===== config.mk =====
export PLATFORM = sky130hd
export DESIGN_NAME = dac_seq
export DESIGN_NICKNAME = d
export VERILOG_FILES = /design/src/rtl/dac_seq_pkg.sv /design/src/rtl/dac_spi_shifter.sv /design/src/rtl/dac_seq.sv
export SDC_FILE = /design/constraint.sdc
export NUM_CORES = 1
export LEC_CHECK = 0
export ABC_AREA = 0
export ABC_CLOCK_PERIOD_IN_PS = 6040
export CELL_PAD_IN_SITES_DETAIL_PLACEMENT = 1
export CELL_PAD_IN_SITES_GLOBAL_PLACEMENT = 1
export CORE_AREA = 2 2 127 129
export DETAILED_ROUTE_END_ITERATION = 16
export DIE_AREA = 0 0 129 131
export PLACE_DENSITY_LB_ADDON = 0.05
export SLEW_MARGIN = 20
export SYNTH_ARGS = -nofsm -noshare
export SYNTH_HDL_FRONTEND = slang
export SYNTH_SLANG_ARGS = --single-unit

===== constraint.sdc =====
create_clock -name clk -period 6.04 [get_ports clk]
set_input_delay 1.208 -clock clk [delete_from_list [all_inputs] [get_ports clk]]
set_output_delay 1.208 -clock clk [all_outputs]
set_load 0.1 [all_outputs]

===== src/rtl/dac_seq_pkg.sv =====
// rtl/dac_seq_pkg.sv - frame constants, command codes, FSM encoding and frame builder for dac_seq
// DAC_SEQ_SYNC_UPDATE_EN adds the UPDATE state to the encoding.
package dac_seq_pkg;

    localparam int FRAME_W = 32;

    localparam logic [3:0] CMD_WRITE        = 4'b0000;
    localparam logic [3:0] CMD_UPDATE       = 4'b0001;
    localparam logic [3:0] CMD_WRITE_UPDATE = 4'b0011;
    localparam logic [3:0] ADDR_ALL         = 4'b1111;

    typedef enum logic [1:0] {
        ST_IDLE   = 2'd0,
        ST_SHIFT  = 2'd1,
        ST_GAP    = 2'd2
`ifdef DAC_SEQ_SYNC_UPDATE_EN
        , ST_UPDATE = 2'd3
`endif
    } state_e;

    function automatic logic [FRAME_W-1:0] make_frame(
        input logic [3:0]  cmd,
        input logic [3:0]  addr,
        input logic [11:0] sample
    );
        return {8'd0, cmd, addr, sample, 4'd0};
    endfunction

endpackage


===== src/rtl/dac_spi_shifter.sv =====
// rtl/dac_spi_shifter.sv - 32-bit load-and-shift SPI transmitter with SCK divider; owns sck/mosi/cs
module dac_spi_shifter
    import dac_seq_pkg::*;
#(
    parameter int CLK_DIV = 1
) (
    input  logic               clk,
    input  logic               rst,
    input  logic               load,
    input  logic [FRAME_W-1:0] frame,
    output logic               frame_done,
    output logic               spi_sck,
    output logic               spi_mosi,
    output logic               dac_cs
);

    localparam logic [15:0] DIV_LAST = 16'(CLK_DIV - 1);

    logic               active_q, active_d;
    logic               sck_q, sck_d;
    logic [FRAME_W-1:0] sreg_q, sreg_d;
    logic [4:0]         bit_q, bit_d;
    logic [15:0]        div_q, div_d;

    always_ff @(posedge clk or posedge rst) begin
        if (rst) begin
            active_q <= 1'b0;
            sck_q    <= 1'b0;
            sreg_q   <= '0;
            bit_q    <= '0;
            div_q    <= '0;
        end else begin
            active_q <= active_d;
            sck_q    <= sck_d;
            sreg_q   <= sreg_d;
            bit_q    <= bit_d;
            div_q    <= div_d;
        end
    end

    always_comb begin
        active_d   = active_q;
        sck_d      = sck_q;
        sreg_d     = sreg_q;
        bit_d      = bit_q;
        div_d      = div_q;
        frame_done = 1'b0;
        if (load) begin
            active_d = 1'b1;
            sck_d    = 1'b0;
            sreg_d   = frame;
            bit_d    = 5'd31;
            div_d    = '0;
        end else if (active_q) begin
            if (div_q == DIV_LAST) begin
                div_d = '0;
                if (!sck_q) begin
                    sck_d = 1'b1;
                end else begin
                    // Falling SCK ends the bit; data advances only here so MOSI is stable while SCK is high.
                    sck_d = 1'b0;
                    if (bit_q == 5'd0) begin
                        active_d   = 1'b0;
                        frame_done = 1'b1;
                    end else begin
                        bit_d  = bit_q - 5'd1;
                        sreg_d = {sreg_q[FRAME_W-2:0], 1'b0};
                    end
                end
            end else begin
                div_d = div_q + 16'd1;
            end
        end
    end

    assign spi_sck  = sck_q;
    assign spi_mosi = active_q & sreg_q[FRAME_W-1];
    assign dac_cs   = ~active_q;

endmodule


===== src/rtl/dac_seq.sv =====
// rtl/dac_seq.sv - multi-channel DAC refresh sequencer: snapshots channels on sample_tick, sends one SPI frame each
// DAC_SEQ_SYNC_UPDATE_EN: write-only channel frames followed by one broadcast update frame.
module dac_seq
    import dac_seq_pkg::*;
#(
    parameter int         CHANNELS = 4,
    parameter int         DATA_W   = 12,
    parameter int         CLK_DIV  = 1,
    parameter int         CS_GAP   = 2,
    parameter logic [3:0] COMMAND  = CMD_WRITE_UPDATE
) (
    input  logic                         clk,
    input  logic                         rst,
    input  logic                         sample_tick,
    input  logic [CHANNELS-1:0]          ch_en,
    input  logic [CHANNELS*DATA_W-1:0]   data,
    output logic                         spi_mosi,
    output logic                         spi_sck,
    output logic                         dac_cs,
    output logic                         dac_clr,
    output logic                         busy,
    output logic                         done,
    output logic                         overrun
);

`ifdef DAC_SEQ_SYNC_UPDATE_EN
    localparam logic [3:0] CH_CMD = CMD_WRITE;
`else
    localparam logic [3:0] CH_CMD = COMMAND;
`endif
    localparam int          PAD      = 12 - DATA_W;
    localparam logic [15:0] GAP_LAST = 16'(CS_GAP - 1);

    state_e                       state_q, state_d;
    logic [CHANNELS*DATA_W-1:0]   data_q, data_d;
    logic [CHANNELS-1:0]          en_q, en_d;
    logic [1:0]                   cur_q, cur_d;
    logic [15:0]                  gap_q, gap_d;
    logic                         done_q, done_d;

    logic                         load;
    logic                         frame_done;
    logic [FRAME_W-1:0]           frame;
    logic [1:0]                   first_ch, nxt_ch, load_ch;
    logic                         nxt_found;
    logic [CHANNELS*DATA_W-1:0]   src_data;
    logic [DATA_W-1:0]            sample;
    logic [11:0]                  sample12;

    always_ff @(posedge clk or posedge rst) begin
        if (rst) begin
            state_q <= ST_IDLE;
            data_q  <= '0;
            en_q    <= '0;
            cur_q   <= '0;
            gap_q   <= '0;
            done_q  <= 1'b0;
        end else begin
            state_q <= state_d;
            data_q  <= data_d;
            en_q    <= en_d;
            cur_q   <= cur_d;
            gap_q   <= gap_d;
            done_q  <= done_d;
        end
    end

    always_comb begin
        state_d = state_q;
        data_d  = data_q;
        en_d    = en_q;
        cur_d   = cur_q;
        gap_d   = gap_q;
        done_d  = 1'b0;
        load    = 1'b0;

        first_ch = '0;
        for (int i = CHANNELS - 1; i >= 0; i--) begin
            if (ch_en[i]) first_ch = 2'(i);
        end
        nxt_found = 1'b0;
        nxt_ch    = '0;
        for (int i = CHANNELS - 1; i >= 0; i--) begin
            if (en_q[i] && (i > int'(cur_q))) begin
                nxt_found = 1'b1;
                nxt_ch    = 2'(i);
            end
        end

        // The first frame loads on the tick edge itself, so it is built from the live inputs.
        load_ch  = (state_q == ST_IDLE) ? first_ch : nxt_ch;
        src_data = (state_q == ST_IDLE) ? data : data_q;
        sample   = src_data[int'(load_ch)*DATA_W +: DATA_W];
        sample12 = 12'(sample) << PAD;
        frame    = make_frame(CH_CMD, {2'b00, load_ch}, sample12);

        case (state_q)
            ST_IDLE: begin
                if (sample_tick && !done_q) begin
                    if (|ch_en) begin
                        data_d  = data;
                        en_d    = ch_en;
                        cur_d   = first_ch;
                        load    = 1'b1;
                        state_d = ST_SHIFT;
                    end else begin
                        done_d = 1'b1;
                    end
                end
            end
            ST_SHIFT: begin
                if (frame_done) begin
                    state_d = ST_GAP;
                    gap_d   = '0;
                end
            end
            ST_GAP: begin
                if (gap_q == GAP_LAST) begin
                    if (nxt_found) begin
                        cur_d   = nxt_ch;
                        load    = 1'b1;
                        state_d = ST_SHIFT;
                    end else begin
`ifdef DAC_SEQ_SYNC_UPDATE_EN
                        frame   = make_frame(CMD_UPDATE, ADDR_ALL, 12'd0);
                        load    = 1'b1;
                        gap_d   = '0;
                        state_d = ST_UPDATE;
`else
                        state_d = ST_IDLE;
                        done_d  = 1'b1;
`endif
                    end
                end else begin
                    gap_d = gap_q + 16'd1;
                end
            end
`ifdef DAC_SEQ_SYNC_UPDATE_EN
            ST_UPDATE: begin
                // Covers both the update frame and its trailing gap; the gap count starts once CS is high.
                if (!dac_cs) begin
                    gap_d = '0;
                end else if (gap_q == GAP_LAST) begin
                    state_d = ST_IDLE;
                    done_d  = 1'b1;
                end else begin
                    gap_d = gap_q + 16'd1;
                end
            end
`endif
            default: state_d = ST_IDLE;
        endcase
    end

    dac_spi_shifter #(
        .CLK_DIV (CLK_DIV)
    ) u_shifter (
        .clk        (clk),
        .rst        (rst),
        .load       (load),
        .frame      (frame),
        .frame_done (frame_done),
        .spi_sck    (spi_sck),
        .spi_mosi   (spi_mosi),
        .dac_cs     (dac_cs)
    );

    assign busy    = (state_q != ST_IDLE);
    assign done    = done_q;
    assign overrun = sample_tick & (busy | done_q);
    assign dac_clr = ~rst;

endmodule

==> results.txt <==
Crit-path max cell delay: 1.12 ns
XOR/XNOR share of the synthesized area: 2.25%
Post-synth EDFFs: 0
N_diodes: 0
CTS tree: done
Synth top cells by count: 123 x dfrtp_1, 88 x nand2_1, 51 x nor2_1
Skew final: 0.0125 ns
Worst hold endpoint: u_shifter.sreg_q[21]
Vias: 5655
Root buffer cell: clkbuf_16
Crit end category: primary output
Hold depth: 2
Setup Buffers After CTS: 0
Pin count of the biggest net entering global routing: 70
Num CTS Buffers: 17
Effective utilization at floorplan: 44.9%
Resize count post-CTS: 0
Max frequency: 242 MHz
Post-route DRC: 0
Most numerous cell in the Yosys netlist: dfrtp_1
Die Wd: 129 um
I/O Buffers: 61
Reg-to-reg startpoint: state_q[1]
Worst reg2reg path depth: 9
Total GRT Usage: 24.3%
Crit path time final: 4.12 ns
Total iterations of the first detailed-routing run: 4
RSZ-0062 raised after global routing: no
Synth Cell Area: 7000 um2
Static leakage: 3.39 nW
Slew HR: 29.2%
IO Pins: 62
Crit path depth: 3
First-pass GRT wire length: 31500 um
Worst hold path class: reg -> reg
Top_reg_cell synth: dfrtp_1
Max VDD drop: 0.204 mV
CTS Buffer Depth: 2
Vias per Instance: 5.85
Syn Area/Cell: 9.93 um2
Worst EP required: 4.83 ns
Yosys top cell by area: dfrtp_1
# nets final: 805
Drt wl/cell: 20.0 um
Synthesis Warnings: 0
Final WL: 19400 um
GPL Wtd Cong: 0.833
Worst r2r dst: u_shifter.sreg_q[9]
Post-synthesis adder-cell area fraction: 1.07%
Worst slew pin tran: 1.06 ns
Critical path class: in -> out
Detail Route Antenna Nets: 0
Crit-path slowest cell: clkdlybuf4s50_1
Post-synth top area share: 44.0%
Tcrit/Tclk final: 68.3%
Mapped Cells: 705
Final Hold Viols: 0
Buf+Inv Stages, Crit Path: 2
Endpoints failing setup: 0
Crit path max-delay family: buffers and inverters
Sequential area share after synthesis: 44.0%
Share of cells above drive strength 1: 18.2%
Worst Path Arrival: 2.92 ns
Max cap viols: 0
CTS Hold Bufs: 0
CTS sink cnt: 123
Vias in the first global route: 6037
Ys async rst share: 100%
Core area: 15600 um2
Fin. max-slew vios: 0
Clk Latency, worst-skew pair: 0.42 ns
Mux contribution to synthesized area: 8.61%
Worst reg2reg setup slack: 3.07 ns
Post-synthesis compound-gate area fraction: 19.3%
Clk slew on worst S/H paths: 0.05 ns
Site Rows: 46
Initial detailed-routing violation count: 313
Synth Register Bits: 123
Yosys cell types: 65
Setup_tns: 0 ns
Worst hold start: u_shifter.sreg_q[20]
Critical path peak fanout: 2
Die ar.: 16900 um2
Layout area overhead: 15.9%
WHS: 0.495 ns
Pwr dens: 274 nW/um2
Most frequent cell on the critical path: clkdlybuf4s50_1
Die H: 131 um
H-tree depth: 4
Synth top area cells: dfrtp_1 44%, mux2_2 8.0%, nand2_1 4.7%, a21oi_1 3.0%, nor2_1 2.7%
Initial antenna violation count: 0
HPWL after DPL: 12900 um
Main combinational cell family by area after synthesis: compound AO/OA/AOI/OAI gates
Post-Syn Nets: 766
Post-synthesis simple-gate area fraction: 18.4%
Critical Path Source Type: primary input
Status: complete, no violations
Critical Path, Cell by Cell: clkdlybuf4s50_1 -> o21a_1 -> clkdlybuf4s50_1
Grt ovf: 0
==> cell usage in the layout, fill, tap and decap left out, types with 16 or more instances in the layout <==
cell type	Yosys	routed
nand2_1	88	88
nand3_1	16	16
a211oi_1	24	24
inv_1	24	23
clkbuf_16	0	17
o21ai_0	26	26
nor3_1	17	17
nor2_1	51	51
a21oi_1	42	42
clkdlybuf4s50_1	0	61
mux2_2	50	50
dfrtp_1	123	123
==> sequential cells by signal, indices dropped and copies added (netlist names) <==
register / cells
u_shifter.spi_sck: 1
en_q: 3
done: 1
u_shifter.bit_q: 5
u_shifter.active_q: 1
data_q: 48
cur_q: 2
gap_q: 16
u_shifter.sreg_q: 28
state_q: 2
u_shifter.div_q: 16
==> per-stage QoR <==
stage / setup slack (ns) / power [W] / cells / util, % / cell area, um2
floorplan: 0.529 / 0.00119 / 705 / - / 7000
global placement: 1.84 / 0.00129 / 941 / 48.7 / 7590
detailed placement: 1.72 / 0.00131 / 941 / 48.7 / 7590
CTS: 1.91 / 0.00225 / 967 / 52.0 / 8110
global route: 1.89 / 0.00232 / 967 / 52.0 / 8110
finish: 1.92 / 0.00222 / 967 / 52.0 / 8110
==> how the worst max path moves through the flow <==
stage	from	endpoint	slack, ns
3_5_place_dp	ch_en[1]	u_shifter.sreg_q[13]	1.72
6_report	sample_tick	overrun	1.92
2_1_floorplan	rst	dac_clr	0.53
3_3_place_gp	ch_en[1]	u_shifter.sreg_q[15]	1.84
4_1_cts	sample_tick	overrun	1.91
5_1_grt	sample_tick	overrun	1.89
==> per-layer routing <==
layer / GRT usage (%) / routed length (um)
met5: 0 / 0
met4: 9.34 / 459
met3: 4.68 / 618
met2: 43.1 / 9990
met1: 29.3 / 8320
==> area by class of cell <==
cell class | instances | area (um2)
Timing Repair Buffer | 68 | 663
Inverter | 25 | 96.3
Sequential cell | 123 | 3080
Fill cell | 1739 | 7480
Clock inverter | 4 | 45.0
Multi-Input combinational cell | 509 | 3490
Clock buffer | 22 | 474
Tap cell | 216 | 270
==> power by group <==
group,switching [W],internal (W),total [W],leakage (nW)
logic,0.000174,0.000145,0.000319,1.66
registers,0.0000847,0.000892,0.000976,1.48
clock network,0.000348,0.000581,0.000929,0.259
==> logic make-up after synthesis <==
logic type	after synthesis
buf+inv	73
simple gates	243
compound gates	188
fa+ha+maj	6
flops	123
xor+xnor	18
mux	54
==> tightest hold or removal path: cells and delay by family (launching register included) <==
kind             cells  cell delay, ns
flip-flops           1            0.34
AND/OR/NAND/NOR      2            0.12
Power figures use the tool's default switching activity.
